[src/rtl/conv_pkg.sv]
// Shared types and width helper for the sequential convolution block.
// Latency: n/a (declarations only).
// Backpressure: n/a.
package conv_pkg;

  typedef enum logic [1:0] {
    IDLE,
    LOAD,
    MAC,
    OUT
  } state_t;

  typedef enum logic {
    MODE_CIRC,
    MODE_LIN
  } mode_t;

  // Worst-case sum of N full-width products plus sign headroom.
  function automatic int acc_width(input int n, input int width);
    return 2 * width + $clog2(n) + 1;
  endfunction

endpackage

[src/rtl/circular_convolution_seq_if.sv]
// Control, sample-input and result-output streams of the convolution block.
// Latency: n/a (wires only).
// Backpressure: in_valid/in_ready on samples, out_valid/out_ready on results.
// master: producer/consumer side (drives start, mode, in_*, out_ready).
// slave : the convolution block (drives in_ready, out_*, busy, done).
interface circular_convolution_seq_if
  import conv_pkg::*;
#(
  parameter int N     = 8,
  parameter int WIDTH = 8,
  parameter int ACC_W = acc_width(N, WIDTH)
);

  logic                    start;
  logic                    mode;
  logic                    in_valid;
  logic                    in_ready;
  logic signed [WIDTH-1:0] in_a;
  logic signed [WIDTH-1:0] in_b;
  logic                    out_valid;
  logic                    out_ready;
  logic signed [ACC_W-1:0] out_data;
  logic                    out_last;
  logic                    busy;
  logic                    done;

  modport master (
    output start, mode, in_valid, in_a, in_b, out_ready,
    input  in_ready, out_valid, out_data, out_last, busy, done
  );

  modport slave (
    input  start, mode, in_valid, in_a, in_b, out_ready,
    output in_ready, out_valid, out_data, out_last, busy, done
  );

endinterface

[src/rtl/conv_mac.sv]
// Signed WIDTH x WIDTH multiply feeding a clearable ACC_W accumulator.
// Latency: one cycle from en to updated acc.
// Backpressure: none; the caller gates en.
// Ports: clk, reset (async active-low), clr (sync clear, wins over en),
//        en (accumulate a*b), a/b (signed operands), acc (registered sum).
module conv_mac #(
  parameter int WIDTH = 8,
  parameter int ACC_W = 19
) (
  input  logic                    clk,
  input  logic                    reset,
  input  logic                    clr,
  input  logic                    en,
  input  logic signed [WIDTH-1:0] a,
  input  logic signed [WIDTH-1:0] b,
  output logic signed [ACC_W-1:0] acc
);

  logic signed [2*WIDTH-1:0] prod;
  logic signed [ACC_W-1:0]   acc_q;
  logic signed [ACC_W-1:0]   acc_d;

  always_comb begin
    prod  = a * b;
    acc_d = acc_q;
    if (clr) begin
      acc_d = '0;
    end else if (en) begin
      acc_d = acc_q + ACC_W'(prod);
    end
  end

  always_ff @(posedge clk or negedge reset) begin
    if (!reset) begin
      acc_q <= '0;
    end else begin
      acc_q <= acc_d;
    end
  end

  assign acc = acc_q;

endmodule

[src/rtl/circular_convolution_seq.sv]
// Sequential N-point circular / (2N-1)-point linear convolution on one shared MAC.
// Latency: first result N cycles after the last load handshake; N+1 cycles per result.
// Backpressure: in_ready only in LOAD; a result is held stable while out_ready is low.
// Ports: clk, reset (async active-low), io (slave side of circular_convolution_seq_if).
module circular_convolution_seq
  import conv_pkg::*;
#(
  parameter int N     = 8,
  parameter int WIDTH = 8,
  parameter int ACC_W = acc_width(N, WIDTH)
) (
  input  logic                        clk,
  input  logic                        reset,
  circular_convolution_seq_if.slave   io
);

  localparam int I_W = $clog2(N);
  localparam int K_W = $clog2(2 * N);
  localparam int D_W = K_W + 2;

  localparam logic [I_W-1:0]        I_LAST      = I_W'(N - 1);
  localparam logic [K_W-1:0]        K_LAST_CIRC = K_W'(N - 1);
  localparam logic [K_W-1:0]        K_LAST_LIN  = K_W'(2 * N - 2);
  localparam logic signed [D_W-1:0] N_S         = D_W'(N);
  localparam logic signed [D_W-1:0] N_M1_S      = D_W'(N - 1);

  state_t                  state_q, state_d;
  mode_t                   mode_q, mode_d;
  logic [I_W-1:0]          i_q, i_d;
  logic [I_W-1:0]          j_q, j_d;
  logic [K_W-1:0]          k_q, k_d;
  logic                    done_q, done_d;
  logic signed [WIDTH-1:0] mem_a_q [N];
  logic signed [WIDTH-1:0] mem_a_d [N];
  logic signed [WIDTH-1:0] mem_b_q [N];
  logic signed [WIDTH-1:0] mem_b_d [N];

  logic signed [D_W-1:0]   diff;
  logic signed [D_W-1:0]   idx_full;
  logic [I_W-1:0]          idx;
  logic                    term_vld;
  logic                    k_last;
  logic                    mac_clr;
  logic                    mac_en;
  logic signed [WIDTH-1:0] mac_b;
  logic signed [ACC_W-1:0] acc;

  // B index for the current term: k-j, wrapped by +N in circular mode,
  // or flagged as a zero term in linear mode when it falls outside 0..N-1.
  always_comb begin
    diff     = D_W'(k_q) - D_W'(j_q);
    idx_full = diff;
    term_vld = 1'b1;
    if (mode_q == MODE_CIRC) begin
      if (diff[D_W-1]) begin
        idx_full = diff + N_S;
      end
    end else begin
      term_vld = !diff[D_W-1] && (diff <= N_M1_S);
    end
    idx    = idx_full[I_W-1:0];
    mac_b  = term_vld ? mem_b_q[idx] : '0;
    k_last = (mode_q == MODE_LIN) ? (k_q == K_LAST_LIN) : (k_q == K_LAST_CIRC);
  end

  always_comb begin
    state_d = state_q;
    mode_d  = mode_q;
    i_d     = i_q;
    j_d     = j_q;
    k_d     = k_q;
    done_d  = 1'b0;
    mem_a_d = mem_a_q;
    mem_b_d = mem_b_q;
    mac_clr = 1'b0;
    mac_en  = 1'b0;
    case (state_q)
      IDLE: begin
        if (io.start) begin
          mode_d  = mode_t'(io.mode);
          i_d     = '0;
          state_d = LOAD;
        end
      end
      LOAD: begin
        if (io.in_valid) begin
          mem_a_d[i_q] = io.in_a;
          mem_b_d[i_q] = io.in_b;
          if (i_q == I_LAST) begin
            i_d     = '0;
            j_d     = '0;
            k_d     = '0;
            mac_clr = 1'b1;
            state_d = MAC;
          end else begin
            i_d = i_q + 1'b1;
          end
        end
      end
      MAC: begin
        // Zero terms still take their cycle so timing is mode-independent.
        mac_en = 1'b1;
        if (j_q == I_LAST) begin
          j_d     = '0;
          state_d = OUT;
        end else begin
          j_d = j_q + 1'b1;
        end
      end
      OUT: begin
        if (io.out_ready) begin
          if (k_last) begin
            k_d     = '0;
            done_d  = 1'b1;
            state_d = IDLE;
          end else begin
            k_d     = k_q + 1'b1;
            mac_clr = 1'b1;
            state_d = MAC;
          end
        end
      end
      default: state_d = IDLE;
    endcase
  end

  always_ff @(posedge clk or negedge reset) begin
    if (!reset) begin
      state_q <= IDLE;
      mode_q  <= MODE_CIRC;
      i_q     <= '0;
      j_q     <= '0;
      k_q     <= '0;
      done_q  <= 1'b0;
      for (int n = 0; n < N; n++) begin
        mem_a_q[n] <= '0;
        mem_b_q[n] <= '0;
      end
    end else begin
      state_q <= state_d;
      mode_q  <= mode_d;
      i_q     <= i_d;
      j_q     <= j_d;
      k_q     <= k_d;
      done_q  <= done_d;
      mem_a_q <= mem_a_d;
      mem_b_q <= mem_b_d;
    end
  end

  conv_mac #(
    .WIDTH (WIDTH),
    .ACC_W (ACC_W)
  ) u_mac (
    .clk   (clk),
    .reset (reset),
    .clr   (mac_clr),
    .en    (mac_en),
    .a     (mem_a_q[j_q]),
    .b     (mac_b),
    .acc   (acc)
  );

  // All outputs decode from reset flops, so an async reset zeroes them at once.
  assign io.in_ready  = (state_q == LOAD);
  assign io.out_valid = (state_q == OUT);
  assign io.out_data  = (state_q == OUT) ? acc : '0;
  assign io.out_last  = (state_q == OUT) && k_last;
  assign io.busy      = (state_q != IDLE);
  assign io.done      = done_q;

endmodule

[src/flat_wrapper.sv]
// flat-port wrapper written by rule: the top's interface ports become plain ports
module circular_convolution_seq_flat import conv_pkg::*;
#(
  parameter int N     = 8,
  parameter int WIDTH = 8,
  parameter int ACC_W = acc_width(N, WIDTH)
)
  (clk, reset, io_start, io_mode, io_in_valid, io_in_a, io_in_b, io_out_ready, io_in_ready, io_out_valid, io_out_data, io_out_last, io_busy, io_done);
  circular_convolution_seq_if #(.N(N), .WIDTH(WIDTH), .ACC_W(ACC_W)) io_i ();
  input  logic clk;
  input  logic reset;
  input wire logic [$bits(io_i.start)-1:0] io_start;
  input wire logic [$bits(io_i.mode)-1:0] io_mode;
  input wire logic [$bits(io_i.in_valid)-1:0] io_in_valid;
  input wire logic [$bits(io_i.in_a)-1:0] io_in_a;
  input wire logic [$bits(io_i.in_b)-1:0] io_in_b;
  input wire logic [$bits(io_i.out_ready)-1:0] io_out_ready;
  output wire logic [$bits(io_i.in_ready)-1:0] io_in_ready;
  output wire logic [$bits(io_i.out_valid)-1:0] io_out_valid;
  output wire logic [$bits(io_i.out_data)-1:0] io_out_data;
  output wire logic [$bits(io_i.out_last)-1:0] io_out_last;
  output wire logic [$bits(io_i.busy)-1:0] io_busy;
  output wire logic [$bits(io_i.done)-1:0] io_done;
  assign io_i.start = io_start;
  assign io_i.mode = io_mode;
  assign io_i.in_valid = io_in_valid;
  assign io_i.in_a = io_in_a;
  assign io_i.in_b = io_in_b;
  assign io_i.out_ready = io_out_ready;
  assign io_in_ready = io_i.in_ready;
  assign io_out_valid = io_i.out_valid;
  assign io_out_data = io_i.out_data;
  assign io_out_last = io_i.out_last;
  assign io_busy = io_i.busy;
  assign io_done = io_i.done;
  circular_convolution_seq #(.N(N), .WIDTH(WIDTH), .ACC_W(ACC_W)) u_core (.clk(clk), .reset(reset), .io(io_i));
endmodule
[config.mk]
export PLATFORM = sky130hd
export DESIGN_NAME = circular_convolution_seq_flat
export DESIGN_NICKNAME = d
export VERILOG_FILES = /design/src/rtl/conv_pkg.sv /design/src/rtl/circular_convolution_seq_if.sv /design/src/rtl/conv_mac.sv /design/src/rtl/circular_convolution_seq.sv /design/src/flat_wrapper.sv
export SDC_FILE = /design/constraint.sdc
export NUM_CORES = 1
export LEC_CHECK = 0
export ABC_AREA = 1
export BUFFER_PORTS_ARGS = -buffer_cell sky130_fd_sc_hd__buf_2
export CAP_MARGIN = 30
export CORE_ASPECT_RATIO = 1.75
export CORE_MARGIN = 5
export CORE_UTILIZATION = 30
export CTS_CLUSTER_DIAMETER = 50
export DETAILED_ROUTE_END_ITERATION = 6
export SLEW_MARGIN = 20
export SYNTH_ARGS = -nofsm -noshare
export SYNTH_HDL_FRONTEND = slang
export SYNTH_HIERARCHICAL = 1
export SYNTH_SLANG_ARGS = --single-unit
[constraint.sdc]
create_clock -name clk -period 6.6 [get_ports clk]
set_input_delay 0.33 -clock clk [delete_from_list [all_inputs] [get_ports clk]]
set_output_delay 0.33 -clock clk [all_outputs]
set_load 0.01 [all_outputs]
==> metrics.log <==
INFO  metric total_die_area = 44,200 µm²
INFO  metric initial_utilization = between 30 and 40%
INFO  metric cp_slowest_stage_delay = 0.66 ns
INFO  metric clock_tree.buffer_depth = 2
INFO  metric ys_ff_latch = roughly 160
INFO  metric post-synth-top-count-cell = nand2_1
INFO  metric yosysWarningCount = 6
INFO  metric firstDrtPassIters = 5
INFO  metric detail_route.drc_violations = 0
INFO  metric design.portCount = 47
INFO  metric clock_latency = approximately 0.45 ns
INFO  metric worst_hold_path.num_cells = 3
INFO  metric grt_remaining_overflow = 0
INFO  metric rr_startpoint = u_core/k_q[0]
INFO  metric startpoint_type = flop
INFO  metric timing.slew.headroom = approximately 39%
INFO  metric synth_cell_type_count = 38
INFO  metric report.final.slew_viol_count = 0
INFO  metric drive_gt1_share = 8.53%
INFO  metric floorplan.die.height = 274 µm
INFO  metric cts-htree-levels = 4
INFO  metric cts_num_sinks = between 150 and 200
INFO  metric avgSynthCellArea = ~7.6 µm²
INFO  metric crit_path_max_fanout = 7
INFO  metric required = 6.93 ns
INFO  metric clock_tree.root_cell = clkbuf_16
INFO  metric vias_in_the_first_global_route = 10,148
INFO  metric mappedNetlistArea = 12,000 µm²
INFO  metric cp_slowest_cell = fa_2
INFO  metric r2r_slack = 0.27 ns
INFO  metric dieWidth = 161 µm
INFO  metric synthArstFlopShare = 100%
INFO  metric worst_r2r_path_depth = 27
INFO  metric drt_iter0_drc = 628
INFO  metric number_of_enable_type_register_cells_in_the_synthesized_netlist = 0
INFO  metric worst_pin_slew = 0.919 ns
INFO  metric rr_endpoint = u_core/u_mac/acc[18]
INFO  metric critPathCaptureType = flop
INFO  metric synth_fp_nets = 1,745
INFO  metric wirelength = 33,900 µm
INFO  metric final-hold-violation-count = 0
INFO  metric synth_cells = between 1,500 and 2,000
INFO  metric pre_cts_slack = 0.0971 ns
INFO  metric finalWeightedCongestion = 0.876
INFO  metric row_count = 97
INFO  metric post_synth_main_area_contributors = dfrtp_1 (34%), nand2_1 (17%), fa_1 (15%)
INFO  metric final.setup_skew = around 0.010 ns
INFO  metric path_clk_slew = 0.07 ns
INFO  metric final_core_util = 33.5%
INFO  metric detailedPlacementHpwl = 25,400 µm
INFO  metric timing.final.crit_period = 6.33 ns
INFO  metric grt_start_max_net_pins = 62
INFO  metric number_of_nets_with_antenna_violations_after_detailed_routing = 0
INFO  metric synth_seq_area_share = 33.8%
INFO  metric run_status = finished, final reports clean
INFO  metric holdCritPathClass = in2reg
INFO  metric startpoint_of_the_tightest_hold_check_path = io_mode
INFO  metric synth_top_cell_by_area = dfrtp_1
INFO  metric cts_tree = built
INFO  metric worstPathArrival = 6.67 ns
INFO  metric placement.io_buffers = 46
INFO  metric routed_wire_length_per_instance = 16.1 µm
INFO  metric setup_violations = 0
INFO  metric max_freq = 158 MHz
INFO  metric grt_pass1_wl = 54,500 µm
INFO  metric synthDominantCellAreaShare = between 30% and 40%
INFO  metric maxCapViolCount = 0
INFO  metric post-route-period-util = 96.0%
INFO  metric synth.top_cells.by_count = nand2_1 (541), inv_1 (231), dfrtp_1 (162)
INFO  metric min_to = u_core/mode_q
INFO  metric areaGrowthSynthToFinish = 11.4%
INFO  metric grt_antenna_before_repair = 0
INFO  metric viasPerCell = 4.75
INFO  metric vias = 9,979
INFO  metric critPathKind = reg2reg
INFO  metric nFillCells = 4,176
INFO  metric numCtsBuffers = 17
INFO  metric placeableCoreArea = between 30,000 and 40,000 µm²
INFO  metric final.setup.worst_slack = 0.266 ns
INFO  metric ys.flop_type = dfrtp_1
INFO  metric globalRouteTotalUtil = between 10% and 20%
INFO  metric diodes = 0
INFO  metric holdWs = 0.149 ns
INFO  metric final_nets = roughly 1,800
[metrics by stage]
step | instance area (µm²) | TNS [ns] | cells
finish | 13300 | 0 | 2102
global placement | 12600 | 0 | 2067
CTS | 13300 | 0 | 2099
global route | 13300 | -0.0145 | 2102
floorplan | 12000 | 0 | 1580
detailed placement | 12600 | 0 | 2067
[metal layers]
layer  vias to the layer above  part of all wire, %  global-route usage, %
li1                       4874                    -                      -
met1                      4865                   36                   15.3
met2                       178                   58                   32.3
met3                        62                  2.1                   2.03
met4                         0                  3.2                   6.13
met5                         -                    0                      0
[cell families after synthesis]
logic type	synth area share [%]
AND/OR/NAND/NOR	24.0
buffers and inverters	11.0
AO/OA/AOI/OAI	10.2
flip-flops	33.8
adder cells (fa/ha/maj)	20.5
XOR/XNOR	0.292
multiplexers	0.0835
[how the worst max path moves through the flow]
| stage | from | to | slack [ns] | cells after the start |
|---|---|---|---|---|
| 2_1_floorplan | u_core/j_q[1] | u_core/u_mac/acc[19] | 0.11 | 28 |
| 3_3_place_gp | u_core/k_q[0] | u_core/u_mac/acc[17] | 0.12 | 27 |
| 3_5_place_dp | u_core/k_q[0] | u_core/u_mac/acc[17] | 0.1 | 27 |
| 4_1_cts | u_core/k_q[0] | u_core/u_mac/acc[17] | 0.06 | 27 |
| 5_1_grt | u_core/k_q[0] | u_core/u_mac/acc[18] | -0.01 | 29 |
| 6_report | u_core/k_q[0] | u_core/u_mac/acc[18] | 0.27 | 27 |
[what timing repair did]
action	CTS	global route
resized for setup	0	12
buffers inserted	0	3
setup endpoints to repair	0	11
hold buffers	1	0
hold endpoints to repair	59	0
[area by class of cell]
type | instances | area [µm²] | share of cell area [%]
clock inverter | 13 | 166 | 1.25
timing repair buffer | 80 | 514 | 3.85
sequential | 162 | 4050 | 30.4
tap | 495 | 619 | 4.64
inverter | 238 | 902 | 6.76
clock buffer | 18 | 439 | 3.29
multi-input combinational | 1096 | 6650 | 49.8
[placed cells by master, fill, tap and decap left out, drive strengths merged, types with 3 or more instances in the layout]
cell    Yosys  layout
o21ai     181     181
ha         54      54
nor2       77      77
o22ai       3       3
dfrtp     162     162
nand3b      4       4
inv       233     240
buf        36      79
clkbuf     48      18
a21oi      52      52
nand3      70      70
clkinv      5       8
nand4       5       5
fa         89      89
nand2     544     544
[sequential cells by signal, summed over array words and instances, names as in the netlist]
register	cells
u_core/i_q	3
u_core/io.done	1
u_core/mem_b_q	64
u_core/state_q	2
u_core/mem_a_q	64
u_core/u_mac/acc	20
u_core/mode_q	1
u_core/j_q	3
u_core/k_q	4
[critical path: cells and delay by family (launching register included)]
kind                       cells  cell delay [ns]
AOI/OAI and AO/OA              4             0.76
adders and majority gates      8             3.55
buffers and inverters          7             0.78
DFF                            1             0.44
and+or+nand+nor                8             0.69
Power is left out: the tool's default activity adds up to more than one toggle a clock period on the data nets, which glitch-free logic cannot reach.
